[src/rtl/dps_request_arbiter.sv]
// Round-robin arbiter sharing the DPS request port between M0 (CPU LSU) and M1 (debug/DMA).
// Define DPS_ARB_TIMEOUT_EN to build the read watchdog (P_TIMEOUT_CYCLES).
module dps_request_arbiter #(
    parameter int unsigned P_TIMEOUT_CYCLES = 255
) (
    input  logic        iCLOCK,
    input  logic        inRESET,
    input  logic        iM0_REQ,
    output logic        oM0_BUSY,
    input  logic        iM0_RW,
    input  logic [31:0] iM0_ADDR,
    input  logic [31:0] iM0_DATA,
    output logic        oM0_VALID,
    output logic [31:0] oM0_DATA,
    input  logic        iM1_REQ,
    output logic        oM1_BUSY,
    input  logic        iM1_RW,
    input  logic [31:0] iM1_ADDR,
    input  logic [31:0] iM1_DATA,
    output logic        oM1_VALID,
    output logic [31:0] oM1_DATA,
    output logic        oDPS_REQ,
    input  logic        iDPS_BUSY,
    output logic        oDPS_RW,
    output logic [31:0] oDPS_ADDR,
    output logic [31:0] oDPS_DATA,
    input  logic        iDPS_VALID,
    input  logic [31:0] iDPS_DATA,
    output logic        oTIMEOUT
);
    // Handshake: a master holds REQ and its fields stable until it sees BUSY low;
    // the DPS takes a request in any cycle where oDPS_REQ is high and iDPS_BUSY is low.
    typedef enum logic {
        STATE_IDLE    = 1'b0,
        STATE_RD_WAIT = 1'b1
    } state_t;

    localparam logic [7:0] L_TERM = 8'(P_TIMEOUT_CYCLES - 1);

    state_t      b_state;
    state_t      next_state;
    logic        b_owner;
    logic        b_last;
    logic        grant_valid;
    logic        grant_sel;
    logic        accept;
    logic        rd_accept;
    logic        rd_done;
    logic        timeout_hit;
    logic [31:0] resp_data;

    // Tie goes to the master that was not granted last.
    always_comb begin
        grant_valid = (b_state == STATE_IDLE) && (iM0_REQ || iM1_REQ);
        if (iM0_REQ && iM1_REQ) begin
            grant_sel = ~b_last;
        end else begin
            grant_sel = iM1_REQ;
        end
        accept    = grant_valid && !iDPS_BUSY;
        rd_accept = accept && !oDPS_RW;
    end

    assign oDPS_REQ  = grant_valid;
    assign oDPS_RW   = grant_valid && (grant_sel ? iM1_RW : iM0_RW);
    assign oDPS_ADDR = !grant_valid ? 32'h0 : (grant_sel ? iM1_ADDR : iM0_ADDR);
    assign oDPS_DATA = !grant_valid ? 32'h0 : (grant_sel ? iM1_DATA : iM0_DATA);
    assign oM0_BUSY  = !(accept && !grant_sel);
    assign oM1_BUSY  = !(accept && grant_sel);

`ifdef DPS_ARB_TIMEOUT_EN
    logic [7:0] b_count;
    logic       b_orphan;

    // A real response in the terminal cycle wins over the watchdog.
    assign timeout_hit = (b_state == STATE_RD_WAIT) && !iDPS_VALID && (b_count == L_TERM);

    always_ff @(posedge iCLOCK or negedge inRESET) begin
        if (!inRESET) begin
            b_count  <= 8'h0;
            b_orphan <= 1'b0;
        end else begin
            if (rd_accept) begin
                b_count <= 8'h0;
            end else if ((b_state == STATE_RD_WAIT) && !iDPS_VALID) begin
                b_count <= b_count + 8'h1;
            end
            if (timeout_hit) begin
                b_orphan <= 1'b1;
            end else if (b_orphan && (b_state == STATE_IDLE) && iDPS_VALID) begin
                b_orphan <= 1'b0;
            end
        end
    end
`else
    logic unused_timeout_cfg;
    assign unused_timeout_cfg = ^L_TERM;
    assign timeout_hit        = 1'b0;
`endif

    assign rd_done   = (b_state == STATE_RD_WAIT) && (iDPS_VALID || timeout_hit);
    assign resp_data = iDPS_VALID ? iDPS_DATA : 32'hFFFF_FFFF;
    assign oTIMEOUT  = timeout_hit;

    always_comb begin
        oM0_VALID = 1'b0;
        oM1_VALID = 1'b0;
        oM0_DATA  = 32'h0;
        oM1_DATA  = 32'h0;
        if (rd_done) begin
            if (b_owner) begin
                oM1_VALID = 1'b1;
                oM1_DATA  = resp_data;
            end else begin
                oM0_VALID = 1'b1;
                oM0_DATA  = resp_data;
            end
        end
    end

    always_comb begin
        next_state = b_state;
        case (b_state)
            STATE_IDLE:    if (rd_accept) next_state = STATE_RD_WAIT;
            STATE_RD_WAIT: if (rd_done) next_state = STATE_IDLE;
            default:       next_state = STATE_IDLE;
        endcase
    end

    always_ff @(posedge iCLOCK or negedge inRESET) begin
        if (!inRESET) begin
            b_state <= STATE_IDLE;
            b_owner <= 1'b0;
            b_last  <= 1'b1;
        end else begin
            b_state <= next_state;
            if (accept) begin
                b_last <= grant_sel;
            end
            if (rd_accept) begin
                b_owner <= grant_sel;
            end
        end
    end
endmodule

[config.mk]
export PLATFORM = sky130hd
export DESIGN_NAME = dps_request_arbiter
export DESIGN_NICKNAME = d
export VERILOG_FILES = /design/src/rtl/dps_request_arbiter.sv
export SDC_FILE = /design/constraint.sdc
export NUM_CORES = 1
export LEC_CHECK = 0
export ABC_AREA = 1
export BUFFER_PORTS_ARGS = -buffer_cell sky130_fd_sc_hd__buf_2
export CAP_MARGIN = 20
export CORE_AREA = 2 2 118 120
export CTS_BUF_LIST = sky130_fd_sc_hd__clkbuf_16
export DETAILED_ROUTE_END_ITERATION = 10
export DIE_AREA = 0 0 120 122
export SETUP_SLACK_MARGIN = 0.05
export SLEW_MARGIN = 20
export SYNTH_ARGS = -nofsm -noshare
export SYNTH_HDL_FRONTEND = slang
export SYNTH_SLANG_ARGS = --single-unit
export TNS_END_PERCENT = 1
[constraint.sdc]
create_clock -name iCLOCK -period 1.7 [get_ports iCLOCK]
set_input_delay 0.085 -clock iCLOCK [delete_from_list [all_inputs] [get_ports iCLOCK]]
set_output_delay 0.085 -clock iCLOCK [all_outputs]
set_load 0.01 [all_outputs]
## Yosys cells after proc, flatten, opt, wreduce, memory -nomap -nowiden

Cells that the tools add are included.

| operators by class | value |
|---|---|
| multiplexer cells | 18 |
| reductions and logical operators | 14 |
| bitwise gates (word level) | 2 |

Operators by type and width:

| kind | number |
|---|---|
| 32-bit 2-to-1 mux | 9 |
| 1-bit logical AND | 8 |
| 1-bit 2-to-1 mux | 8 |
| 1-bit zero test | 5 |
| 1-bit inverter | 2 |
| 1-bit one-hot mux with 2 select lines | 1 |
| 1-bit logical OR | 1 |

| storage, ports and cells | value |
|---|---|
| word-level logic and storage cells | 37 |
| output and inout port bits | 135 |
| bits in registers | 3 |

## Logic depth before layout (Yosys ltp)

| logic depth | value |
|---|---|
| depth in word-level cells | 8 |
| mapped depth | 8 |
| mapped depth without buffers | 7 |

## Least setup slack after synthesis

Ideal clock, no wire load.

| timing | value |
|---|---|
| kind | flip-flop to output port |
| start | reg b_last |
| end | out oDPS_DATA[11] |
| required time | 1615 ps |
| arrival | 1218 ps |
| setup slack | 397 ps |
| stages on the path, launching flop included | 7 |
| path buffers | 2 |
| cells stage by stage | dfstp_2 -> nand2_1 -> nand2_2 -> buf_4 -> buf_2 -> o21ai_0 -> nor2_1 |

| between the ends | value |
|---|---|
| cells in the longest elaborated chain, start to end | 4 |

RTL lines:

| item | line | RTL |
|---|---|---|
| start, declared | 43 | `logic b_last;` |
| start signal, assigned | 138 | `b_last <= grant_sel;` |
| 1-bit inverter | 56 | `grant_sel = ~b_last;` |
| 1-bit 2-to-1 mux | 55 | `if (iM0_REQ && iM1_REQ) begin` |
| 32-bit 2-to-1 mux (2 in series) | 67 | `assign oDPS_DATA = !grant_valid ? 32'h0 : (grant_sel ? iM1_DATA : iM0_DATA);` |
| end, declared | 26 | `output logic [31:0] oDPS_DATA,` |

Every way passes these cells.

## Worst setup path in the final report

| timing | value |
|---|---|
| start | reg b_last |
| end | out oDPS_DATA[17] |

The elaborated chain is that of the path after synthesis.

==> results_dict.tcl <==
set metrics [dict create \
    worstHoldPathType "input pin to flop" \
    cts_tree "done" \
    grt_pass1_wl_um 13100 \
    grt_max_degree 66 \
    synth_most_common_cell "nor2_1" \
    required_ps 1620 \
    avgViaCountPerCell 3.86 \
    synthAdderAreaFrac_pct 0 \
    routed_wl_um 9870 \
    antenna_found_initial 2 \
    synth_seq_area_share_pct 4.99 \
    clkSinkCount 3 \
    synth_cells 346 \
    clockBufferDepth 2 \
    io_buffers 301 \
    netlist_top_cells_area "nor2_1 47%, o21ai_0 17%, inv_1 8.8%, o21ai_1 3.9%, buf_6 3.7%" \
    dpl.hpwl_um 7280 \
    yosys.area.top_type "nor2_1" \
    fin_crit_sh_pct 96.7 \
    synth-seq-cells 3 \
    grt_usage_pct 10.9 \
    row_count 43 \
    worstPathMaxFanout 17 \
    endpoint_kind "output port" \
    nFillCells 1580 \
    clock_latency_ps 220 \
    max_stage_delay_ps 530 \
    drt_iter0_markers 143 \
    power_density_nw_per_um2 932 \
    muxShareOfSynthArea_pct 0 \
    drc 0 \
    synth_cell_types 18 \
    yosys_warnings 0 \
    nets 803 \
    netlist_area_um2 1530 \
    fmax_mhz 608 \
    vias 3150 \
    fin_crit_ps 1640 \
    synth_top_area_share_pct 47.4 \
    clock_skew_ps 0.376 \
    hold_viol_final 0 \
    synth-simple-area-share_pct 53.0 \
    synth_edf_count 0 \
    yosys.area_share.xor_xnor_pct 0 \
    die_w_um 120 \
    ys.flop_type "dfrtp_1" \
    status "complete, no violations" \
    die_y_um 122 \
    grt_overflow_total 0 \
    syn2layout_area_growth_pct 125 \
    ctsHtreeMaxLevel 1 \
    avgSynthCellArea_um2 4.42 \
    dr.pass1.iters 4 \
    maxSlewViolCount 0 \
    postRouteAntennaNets 0 \
    final_util_pct 25.5 \
    slowest_stage "dfstp_2" \
    startpoint "b_last$_DFFE_PN1P_" \
    synth_top_family_by_area "simple AND/OR/NAND/NOR gates" \
    cts_root_buffer "clkbuf_16" \
    clk_pin_slew_ps 30 \
    rsz0062_at_grt "yes" \
    gp_congestion 0.797 \
    drv_cap 0 \
    multi_input_area_um2 1210 \
    seq_area_um2 76.3 \
    crit_type "flop to output port" \
    dieArea_um2 14600 \
    r2r_slack_ps 330 \
    cp.arrival_ps 1560 \
    synth.top_cells.by_count "193 x nor2_1, 52 x o21ai_0, 36 x inv_1, 12 x o21ai_1, 11 x buf_2" \
    drive_gt1_share_pct 54.3 \
    syn-num-nets 514 \
    synth_compound_gate_area_share_pct 21.4 \
    grt_pass1_vias 2635 \
    cellLeakagePower_nw 2.24 \
    worstHoldStart "iM1_RW" \
    vdd_drop_max_mv 0.366 \
    ios 303 \
    r2r-start "b_last$_DFFE_PN1P_" \
    cts_buffers 3 \
    start_util_pct 11.3 \
    fin_hold_ws_ps 145 \
    start_kind "flop" \
    finalSetupViolations 0 \
    path_cells "nand2_2, nand2_4, buf_12, clkbuf_16, o21ai_1, nor2_1, buf_2" \
    core_um2 13500 \
    synthArstFlopShare_pct 100 \
    wl_per_cell_um 12.1 \
]
[per-stage QoR]
step / TNS [ps] / total power, W / setup slack (ps) / std cells / area (um2)
2_1_floorplan: 0 / 0.00166 / 397 / 346 / 1530
3_3_place_gp: 0 / 0.00269 / 246 / 805 / 3180
3_5_place_dp: 0 / 0.00269 / 226 / 805 / 3180
4_1_cts: 0 / 0.00308 / 53.2 / 810 / 3270
5_1_grt: -87.8 / 0.00354 / -12.0 / 814 / 3440
6_report: 0 / 0.00321 / 55.9 / 817 / 3440
[cells by family (layout without fill, tap and decap cells)]
kind of cell           Yosys count  after routing
other                            1              4
AO/OA/AOI/OAI                   65             65
flip-flops                       3              3
buffers and inverters           66            354
AND/OR/NAND/NOR                211            211
[area by class of cell]
| type | count | area share [%] |
|---|---|---|
| clock inverter | 1 | 0.109 |
| timing repair buffer | 312 | 49.2 |
| sequential | 3 | 2.22 |
| multi-input combinational | 277 | 35.3 |
| clock buffer | 3 | 2.18 |
| antenna | 3 | 0.218 |
| tap | 180 | 6.54 |
| inverter | 38 | 4.29 |
[routing by layer]
metal  routed length (um)  part of all wire [%]  global-route usage (%)  up-vias
met4                   12                  0.12                    1.62        0
li1                     -                     -                       -     1628
met3                  856                   8.7                    3.18        2
met1                 4040                    41                    13.5     1366
met5                    0                     0                       0        -
met2                 4960                    50                    18.9      154
[worst paths after layout]
check	endpoint	depth (start not counted)
max in group asynchronous	b_last$_DFFE_PN1P_	2
min in group asynchronous	b_state$_DFF_PN0_	2
min	b_owner$_DFFE_PN0P_	4
max reg2reg	b_owner$_DFFE_PN0P_	8
max	oDPS_DATA[17]	7
min reg2reg	b_owner$_DFFE_PN0P_	2
[where the power goes]
part	internal [W]	leakage [nW]	switching (W)
Combinational	0.00109	2.16	0.00159
Sequential	0.000117	0.0356	0.0000430
Clock	0.000303	0.0423	0.0000641
[flip-flops by register name (all words and copies together) (netlist names)]
register	cells
b_last	1
b_owner	1
b_state	1
[critical path: cells and delay by family, from the launching register on]
family	cells	cell delay [ps]
compound gates	1	60
flops	1	530
simple gates	3	320
buf+inv	3	430
[layout by cell type, fill, tap and decap left out, drive strengths merged]
cell,instances
buf,309
o21ai,64
o21a,1
clkbuf,5
nor3,1
inv,39
nor2,195
nand3,4
conb,1
dfstp,1
dlygate4sd3,1
diode,3
nand2,11
dfrtp,2
[repair_timing]
action	CTS	global route
hold buffers	1	0
cloned	0	3
endpoints found under the setup margin	31	80
pin swaps	0	4
gates resized for setup	1	31
setup buffers	0	1
hold endpoints to repair	3	0
(Power assumes the default switching activity.)
